--- src/rtl/memory_round_ctrl.sv ---
// Round controller for the memory matrix game: latches a target board, shows it
// for a fixed time, scores one-hot guesses and tracks level across rounds.
module memory_round_ctrl #(
    parameter int unsigned CELLS       = 16,
    parameter int unsigned GUESS_W     = 4,
    parameter int unsigned SHOW_CYCLES = 100,
    parameter int unsigned LEVEL_W     = 4
) (
    input  logic               clk,
    input  logic               reset,
    input  logic               start,
    input  logic [CELLS-1:0]   board,
    input  logic [GUESS_W-1:0] guess_budget,
    input  logic               guess_valid,
    input  logic [CELLS-1:0]   guess,
    output logic               show_en,
    output logic               playing,
    output logic [CELLS-1:0]   target,
    output logic [CELLS-1:0]   found,
    output logic [GUESS_W-1:0] remaining,
    output logic               hit,
    output logic               miss,
    output logic               repeat_g,
    output logic               invalid,
    output logic               won,
    output logic               lost,
    output logic [LEVEL_W-1:0] level
);

    localparam int unsigned CNT_W = (SHOW_CYCLES > 1) ? $clog2(SHOW_CYCLES) : 1;

    typedef enum logic [2:0] {
        S_IDLE = 3'd0,
        S_SHOW = 3'd1,
        S_PLAY = 3'd2,
        S_WIN  = 3'd3,
        S_LOSE = 3'd4
    } state_t;

    state_t             state;
    state_t             state_next;
    logic [CNT_W-1:0]   show_cnt;
    logic [CNT_W-1:0]   show_cnt_next;
    logic [CELLS-1:0]   target_next;
    logic [CELLS-1:0]   found_next;
    logic [GUESS_W-1:0] remaining_next;
    logic [LEVEL_W-1:0] level_next;
    logic               hit_next;
    logic               miss_next;
    logic               repeat_next;
    logic               invalid_next;

    // Guess classification, shared by next-state and output logic
    logic guess_onehot;
    logic guess_repeat;
    logic guess_on_target;
    logic round_open;
    logic eval_guess;
    logic hit_wins;
    logic miss_loses;

    assign guess_onehot    = (guess != '0) && ((guess & (guess - CELLS'(1))) == '0);
    assign guess_repeat    = (guess & found) != '0;
    assign guess_on_target = (guess & target) != '0;
    assign round_open      = start && ((state == S_IDLE) || (state == S_WIN) || (state == S_LOSE));
    // An empty target wins immediately, so guesses are only scored otherwise
    assign eval_guess      = (state == S_PLAY) && (target != '0) && guess_valid;
    assign hit_wins        = ((found | guess) == target);
    assign miss_loses      = (remaining <= GUESS_W'(1));

    // State and datapath registers with synchronous active-low reset
    always_ff @(posedge clk) begin
        if (!reset) begin
            state     <= S_IDLE;
            show_cnt  <= '0;
            target    <= '0;
            found     <= '0;
            remaining <= '0;
            level     <= '0;
            hit       <= 1'b0;
            miss      <= 1'b0;
            repeat_g  <= 1'b0;
            invalid   <= 1'b0;
            show_en   <= 1'b0;
            playing   <= 1'b0;
            won       <= 1'b0;
            lost      <= 1'b0;
        end else begin
            state     <= state_next;
            show_cnt  <= show_cnt_next;
            target    <= target_next;
            found     <= found_next;
            remaining <= remaining_next;
            level     <= level_next;
            hit       <= hit_next;
            miss      <= miss_next;
            repeat_g  <= repeat_next;
            invalid   <= invalid_next;
            show_en   <= (state_next == S_SHOW);
            playing   <= (state_next == S_PLAY);
            won       <= (state_next == S_WIN);
            lost      <= (state_next == S_LOSE);
        end
    end

    // Next-state selection for the round sequence
    always_comb begin
        state_next = state;
        case (state)
            S_IDLE, S_WIN, S_LOSE: begin
                if (start) begin
                    state_next = S_SHOW;
                end
            end
            S_SHOW: begin
                if (show_cnt == '0) begin
                    state_next = S_PLAY;
                end
            end
            S_PLAY: begin
                if (target == '0) begin
                    state_next = S_WIN;
                end else if (guess_valid && guess_onehot && !guess_repeat) begin
                    if (guess_on_target) begin
                        if (hit_wins) begin
                            state_next = S_WIN;
                        end
                    end else if (miss_loses) begin
                        state_next = S_LOSE;
                    end
                end
            end
            default: state_next = S_IDLE;
        endcase
    end

    // Datapath updates and result pulses for the coming cycle
    always_comb begin
        show_cnt_next  = show_cnt;
        target_next    = target;
        found_next     = found;
        remaining_next = remaining;
        level_next     = level;
        hit_next       = 1'b0;
        miss_next      = 1'b0;
        repeat_next    = 1'b0;
        invalid_next   = 1'b0;

        if (round_open) begin
            target_next    = board;
            found_next     = '0;
            remaining_next = (guess_budget == '0) ? GUESS_W'(1) : guess_budget;
            show_cnt_next  = CNT_W'(SHOW_CYCLES - 1);
            if (state == S_LOSE) begin
                level_next = '0;
            end
        end

        if ((state == S_SHOW) && (show_cnt != '0)) begin
            show_cnt_next = show_cnt - CNT_W'(1);
        end

        if (eval_guess) begin
            if (!guess_onehot) begin
                invalid_next = 1'b1;
            end else if (guess_repeat) begin
                repeat_next = 1'b1;
            end else if (guess_on_target) begin
                hit_next   = 1'b1;
                found_next = found | guess;
            end else begin
                miss_next = 1'b1;
                if (remaining != '0) begin
                    remaining_next = remaining - GUESS_W'(1);
                end
            end
        end

        // Level advances on entry to WIN and saturates at all-ones
        if ((state_next == S_WIN) && (state != S_WIN) && (level != '1)) begin
            level_next = level + LEVEL_W'(1);
        end
    end

endmodule

--- config.mk ---
export PLATFORM = sky130hd
export DESIGN_NAME = memory_round_ctrl
export DESIGN_NICKNAME = d
export VERILOG_FILES = /design/src/rtl/memory_round_ctrl.sv
export SDC_FILE = /design/constraint.sdc
export NUM_CORES = 1
export LEC_CHECK = 0
export BUFFER_PORTS_ARGS = -buffer_cell sky130_fd_sc_hd__buf_4
export CELL_PAD_IN_SITES_DETAIL_PLACEMENT = 0
export CELL_PAD_IN_SITES_GLOBAL_PLACEMENT = 1
export CORE_MARGIN = 2
export CORE_UTILIZATION = 34
export CTS_CLUSTER_SIZE = 30
export DETAILED_ROUTE_END_ITERATION = 10
export PLACE_DENSITY = 0.85
export SYNTH_ARGS = -nofsm -noshare
export SYNTH_HDL_FRONTEND = slang
export SYNTH_SLANG_ARGS = --single-unit
--- constraint.sdc ---
create_clock -name clk -period 2.76 [get_ports clk]
set_input_delay 0.276 -clock clk [delete_from_list [all_inputs] [get_ports clk]]
set_output_delay 0.276 -clock clk [all_outputs]
set_load 0.01 [all_outputs]
==> reports/summary.md, run 1 <==
Placement
- **DP Wirelength** 7170 um
- **final estimated routing congestion in global placement** 0.914
- **Place WS** -0.0251 ns
- **count of input and output buffers** 87

Floorplan
- **placeable core region** 8680 um2
- **die height** 98.2 um
- **Core Rows** 34
- **Initial Utilization** 34.8%
- **Die Area** 9640 um2
- **count of boundary I/O pins** 88
- **die width** 98.2 um

GRT
- **global-route wire length before repair** 15,400 um
- **maximum number of pins on one net before global-route repair** 34
- **via count of the first global-routing pass** 2,996
- **antenna violations before repair** 0
- **total congestion overflow after global routing** 0
- **gr usage total** 20.0%

Power
- **power density cells** 620 nW/um2
- **leakage power total** 1.70 nW
- **Total Power** 0.00258 W
- **peak supply drop** 0.295 mV

STA
- **final critical delay including setup and external delays** 2.57 ns
- **final number of max-transition violations** 0
- **Max Clk Rate** 0.389 GHz
- **crit share post-route** 93.3%
- **relative max-transition margin** 31.7%
- **setup repair after global routing missed its margin** false
- **post-layout worst setup margin** 0.186 ns
- **final setup skew** 0.0107 ns
- **worst slew pin tran** 1.02 ns
- **number of failing setup endpoints in the final timing report** 0
- **Setup Total Neg Slack** 0 ns
- **Final Hold Vio Count** 0

Critical path
- **Crit Path Class** reg2reg
- **maximum fanout along the worst path** 9
- **critical path arrival** 2.85 ns
- **Worst setup EP type** register
- **cell with the biggest individual delay on the critical path** or4_1
- **r2r setup slk** 0.19 ns
- **Slowest Stage Delay on Critical Path** 0.57 ns
- **cell-by-cell listing of the critical path** o21a_1, o22ai_1, or4_1, nor4_2, nand4b_1, a211oi_2, buf_4, mux2_1, nor2_1
- **nature of the critical path startpoint** register
- **required time worst endpoint** 3.03 ns

Cells and area
- **Total Nets Final** 526
- **fraction of final layout cells sized beyond drive strength 1** 29.5%
- **total inserted antenna cells** 0
- **share of the core filled with cells in the final layout** 48.0%
- **area growth from synthesis to layout** 38.0%

Yosys
- **biggest area consumer among synthesized cells** dfxtp_1
- **Mapped Avg Cell Area** 8.04 um2
- **Yosys cell types** 57
- **share of synthesized area occupied by flip-flops and latches** 38.5%
- **area share of the largest cell type after synthesis** 38.5%
- **synthesized netlist net count** 421
- **Mapped Area** 3020 um2
- **number of standard cells after synthesis** 375
- **Primary FF master, synth** dfxtp_1
- **yosys synthesis warning count** 0
- **fraction of synthesis flops using an asynchronous set or reset pin** 0%
- **cell types occupying the most area after synthesis** dfxtp_1, a21oi_1, nor2_1, nand2_1, xor2_1
- **most numerous cell in the Yosys netlist** dfxtp_1
- **count of state elements after synthesis** 58
- **most common library cells after synthesis** dfxtp_1, nor2_1, nand2_1
- **Post-synth EDFFs** 0

Route
- **number of nets still failing antenna checks after routing** 0
- **number of design-rule violations left by the first detailed-router iteration** 205
- **first-pass detailed-route iteration total** 5
- **DRC violations left** 0
- **vias per inst** 5.48
- **overall routed net length** 9420 um
- **routed wirelength normalized by instance count** 15.9 um
- **total number of vias** 3,250

Clock network
- **TritonCTS clock tree** done
- **number of H-tree levels** 3
- **clock transition at the registers of the reported paths** 0.08 ns
- **deepest clock path buffer count** 2
- **source-to-sink clock delay at the later pin of the worst-skew pair** 0.35 ns
- **number of hold buffers added after cts** 0
- **cts bufs inserted** 9
- **Root Buffer Master** clkbuf_8
- **sink count of the clock tree** 58

Run status
- **run status** complete, no violations

Job
- **max capacitance violation total** 0

Hold path
- **kind of path behind the tightest hold check** in2reg

flip-flops by register name (all words and copies together), names as in the netlist, 3 cells and up:
register,count
found,16
state,3
show_cnt,7
level,4
target,16
remaining,4
repair_timing:
item	CTS	global route
buffers inserted	0	0
endpoints found under the setup margin	0	1
gates resized for setup	0	1
layer usage:
metal  up-vias  GRT usage [%]  routed length [um]
li1       1576              -                   -
met1      1522           28.5                4320
met2       131           29.8                4180
met3        21           3.94                 705
met4         0           7.69                 214
met5         -              0                   0
logic make-up after synthesis:
logic type | synth area share, %
simple gates | 28.5
compound gates | 21.9
flops | 38.5
buf+inv | 3.77
xor+xnor | 3.77
fa+ha+maj | 2.82
mux | 0.747
path summary, 6_finish.rpt:
kind                    start           to  cells past startpoint
setup reg to reg     found[3]     level[0]                      9
hold / removal       board[5]    target[5]                      3
setup / recovery     found[3]     level[0]                      9
hold reg to reg   show_cnt[4]  show_cnt[4]                      1
critical path, delay by kind of cell, from the launching register on:
kind / cells / cell delay, ns
buffers and inverters: 1 / 0.18
flip-flops: 1 / 0.45
AO/OA/AOI/OAI: 3 / 0.45
multiplexers: 1 / 0.32
AND/OR/NAND/NOR: 4 / 1.09
cells in the final DEF, fill, tap and decap left out, types with 3 or more instances in the layout:
cell type,netlist,layout
o21a_1,5,5
nor4_1,9,8
nor3_1,15,15
buf_4,0,112
a21oi_1,41,41
inv_1,9,9
a211oi_1,4,4
nor2_1,48,48
a22o_1,6,6
dfxtp_1,58,58
nand2_1,44,44
nand3_1,8,8
nand3b_1,8,8
or3_1,4,4
o21ai_0,7,6
clkbuf_8,0,9
o22ai_1,3,3
a221oi_1,7,7
ha_1,6,6
a22oi_1,4,4
nand4_1,7,7
xor2_1,11,11
a31oi_1,8,8
report_power, final:
group	internal (W)	switching [W]
logic	0.000302	0.000390
registers	0.000912	0.0000907
clock network	0.000515	0.000370
total	0.00173	0.000851
metrics by stage:
stage | area, um2 | cells | hold slack (ns)
after detailed placement | 3930 | 577 | 0.472
final | 4160 | 593 | 0.171
after global placement | 3930 | 577 | 0.462
after global routing | 4160 | 593 | 0.170
after CTS | 4160 | 593 | 0.152
after floorplan | 3020 | 375 | 0.412
layout make-up:
| type | count | area (um2) |
|---|---|---|
| clock buffer | 9 | 124 |
| timing repair buffer | 113 | 861 |
| clock inverter | 7 | 101 |
| inverter | 9 | 33.8 |
| tap | 108 | 135 |
| multi-input combinational | 289 | 1750 |
| fill | 851 | 4510 |
| sequential | 58 | 1160 |
Note: power is estimated with default switching activity, not from simulation.
==> run 2: changes to the inputs <==
--- a/config.mk
+++ b/config.mk
@@ -5,11 +5,12 @@
 export SDC_FILE = /design/constraint.sdc
 export NUM_CORES = 1
 export LEC_CHECK = 0
+export ABC_AREA = 1
 export BUFFER_PORTS_ARGS = -buffer_cell sky130_fd_sc_hd__buf_4
 export CELL_PAD_IN_SITES_DETAIL_PLACEMENT = 0
 export CELL_PAD_IN_SITES_GLOBAL_PLACEMENT = 1
 export CORE_MARGIN = 2
-export CORE_UTILIZATION = 34
+export CORE_UTILIZATION = 33
 export CTS_CLUSTER_SIZE = 30
 export DETAILED_ROUTE_END_ITERATION = 10
 export PLACE_DENSITY = 0.85
==> run 2 against run 1 <==
- combinational power decreased by 16%
- global-route usage shrank 0.21 points
- clock skew down 0.0026 ns
- register-to-register slack gained 0.31 ns
- hold slack improved by 0.032 ns
==> reports/summary.md, run 2 <==
STA
- **number of failing setup endpoints in the final timing report** 0
- **Setup Total Neg Slack** 0 ns
- **crit share post-route** 81.9%
- **worst slew pin tran** 0.548 ns
- **Final Hold Vio Count** 0
- **setup repair after global routing missed its margin** false
- **relative max-transition margin** 63.5%
- **final critical delay including setup and external delays** 2.26 ns
- **Max Clk Rate** 0.442 GHz
- **final number of max-transition violations** 0
- **Hold WS** 0.204 ns
- **final setup skew** 0.00815 ns

Placement
- **Inst Count DP** 693
- **DP Wirelength** 7900 um
- **final estimated routing congestion in global placement** 0.906
- **count of input and output buffers** 87

Clock network
- **deepest clock path buffer count** 2
- **source-to-sink clock delay at the later pin of the worst-skew pair** 0.35 ns
- **number of hold buffers added after cts** 0
- **clock transition at the registers of the reported paths** 0.06 ns
- **TritonCTS clock tree** done
- **sink count of the clock tree** 58
- **count of cells resized by post-cts repair** 0
- **number of H-tree levels** 3
- **cts bufs inserted** 9
- **post-CTS setup buffers** 0
- **Root Buffer Master** clkbuf_8

Critical path
- **required time worst endpoint** 2.98 ns
- **critical path arrival** 2.48 ns
- **Crit Path Class** reg2reg
- **Worst setup EP type** register
- **maximum fanout along the worst path** 15
- **nature of the critical path startpoint** register

Power
- **power density cells** 548 nW/um2
- **peak supply drop** 0.207 mV
- **leakage power total** 1.89 nW
- **switching power share of the total** 32.6%
- **internal power** 0.00159 W
- **combinational group share of total power** 24.7%
- **sequential group share of total power** 40.6%
- **Psw** 0.000768 W
- **clock share of power** 34.7%
- **Total Power** 0.00236 W

Cells and area
- **filler cell count** 1,058
- **top library cells by usage in the layout, fill and taps aside** nand2_1, buf_4, nor2_1, dfxtp_1, inv_1
- **Final Non-Filler Cells** 709
- **fraction of final layout cells sized beyond drive strength 1** 22.4%
- **multi-input combinational cell area** 1910 um2
- **total inserted antenna cells** 0
- **area growth from synthesis to layout** 30.2%
- **most common cell after layout, fill and taps aside** nand2_1
- **Total Nets Final** 617
- **storage element area** 1160 um2
- **registers with the most flip-flops** found: 16 flops, target: 16 flops, show_cnt: 7 flops

Route
- **overall routed net length** 10,200 um
- **number of nets still failing antenna checks after routing** 0
- **vias per inst** 4.93
- **routed wirelength normalized by instance count** 14.4 um
- **DRC violations left** 0
- **number of design-rule violations left by the first detailed-router iteration** 152
- **first-pass detailed-route iteration total** 5
- **total number of vias** 3,498

Yosys
- **most numerous cell in the Yosys netlist** nand2_1
- **Yosys cell types** 37
- **Primary FF master, synth** dfxtp_1
- **most common library cells after synthesis** nand2_1, nor2_1, dfxtp_1
- **Mapped Area** 3310 um2
- **mux share of post-synthesis cell area** 0%
- **share of synthesized area occupied by flip-flops and latches** 35.1%
- **fraction of synthesis flops using an asynchronous set or reset pin** 0%
- **area share of xor/xnor cells in the synthesized design** 5.30%
- **Mapped Avg Cell Area** 6.85 um2
- **synthesized netlist net count** 529
- **number of standard cells after synthesis** 483
- **yosys synthesis warning count** 0
- **Post-synth EDFFs** 0
- **area share of the largest cell type after synthesis** 35.1%
- **biggest area consumer among synthesized cells** dfxtp_1
- **count of state elements after synthesis** 58
- **dominant combinational cell family by area after synthesis** simple AND/OR/NAND/NOR gates
- **Synth Area in Simple Gates** 31.6%
- **area fraction in compound gates after synthesis** 18.3%
- **cell types occupying the most area after synthesis** dfxtp_1, nand2_1, nor2_1, inv_1, o21ai_0
- **adder-cell share of the synthesized area** 2.27%

Floorplan
- **die width** 104 um
- **Die Area** 10,800 um2
- **Core Rows** 36
- **die height** 104 um
- **count of boundary I/O pins** 88
- **Initial Utilization** 34.0%
- **placeable core region** 9730 um2

GRT
- **global-route wire length before repair** 17,100 um
- **total congestion overflow after global routing** 0
- **via count of the first global-routing pass** 3,452
- **antenna violations before repair** 0
- **gr usage total** 19.8%
- **maximum number of pins on one net before global-route repair** 57

Job
- **max capacitance violation total** 0

Hold path
- **kind of path behind the tightest hold check** in2reg

Run status
- **run status** complete, no violations

## run 2: final timing paths
kind / start / endpoint / cells past startpoint / slack (ns)
worst max-delay path: target[2] / found[5] / 10 / 0.50
worst max register to register: target[2] / found[5] / 10 / 0.50
worst min register to register: show_cnt[3] / show_cnt[3] / 1 / 0.48
worst min-delay path: board[8] / target[8] / 3 / 0.20
## run 2: cell families after synthesis
| family | after synthesis |
|---|---|
| compound gates | 98 |
| buf+inv | 63 |
| xor+xnor | 20 |
| flops | 58 |
| simple gates | 238 |
| fa+ha+maj | 6 |
## run 2: layout make-up
type                            count  share of cell area (%)
Clock buffer                       11                    3.52
Clock inverter                      5                    1.22
Inverter                           51                    4.45
Multi-Input combinational cell    362                    44.4
Sequential cell                    58                    27.0
Tap cell                          133                    3.87
Timing Repair Buffer               89                    15.5
## run 2: power groups by stage
| stage | clock, W | sequential [W] | combinational [W] |
|---|---|---|---|
| after floorplan | 0 | 0.000975 | 0.000350 |
| after global routing | 0.000873 | 0.000965 | 0.000660 |
| after global placement | 0 | 0.000973 | 0.000575 |
| after CTS | 0.000839 | 0.000955 | 0.000584 |
| final | 0.000818 | 0.000956 | 0.000582 |
| after detailed placement | 0 | 0.000973 | 0.000582 |
## run 2: critical path, stage by stage (launching register included)
cell and delay [ns]:
dfxtp_1 0.35, inv_1 0.14, nand4_1 0.16, nor4_1 0.51, inv_1 0.18, nand2_1 0.13, nor2_1 0.07, nand2_1 0.11
inv_2 0.05, nand2_2 0.29, a211oi_1 0.14
## run 2: per-stage QoR
step / cell area (um2) / util (%) / worst slack, ns
final: 4300 / 44.2 / 0.499
after global routing: 4300 / 44.2 / 0.389
after CTS: 4300 / 44.2 / 0.505
after detailed placement: 4100 / 42.1 / 0.532
after global placement: 4100 / 42.1 / 0.531
after floorplan: 3310 / - / 0.951
## run 2: routing by layer
layer / part of all wire, % / global-route usage, %
met5: 0 / 0
met4: 2.2 / 7.82
met3: 5.4 / 5.08
met2: 46 / 31.9
met1: 47 / 25.2
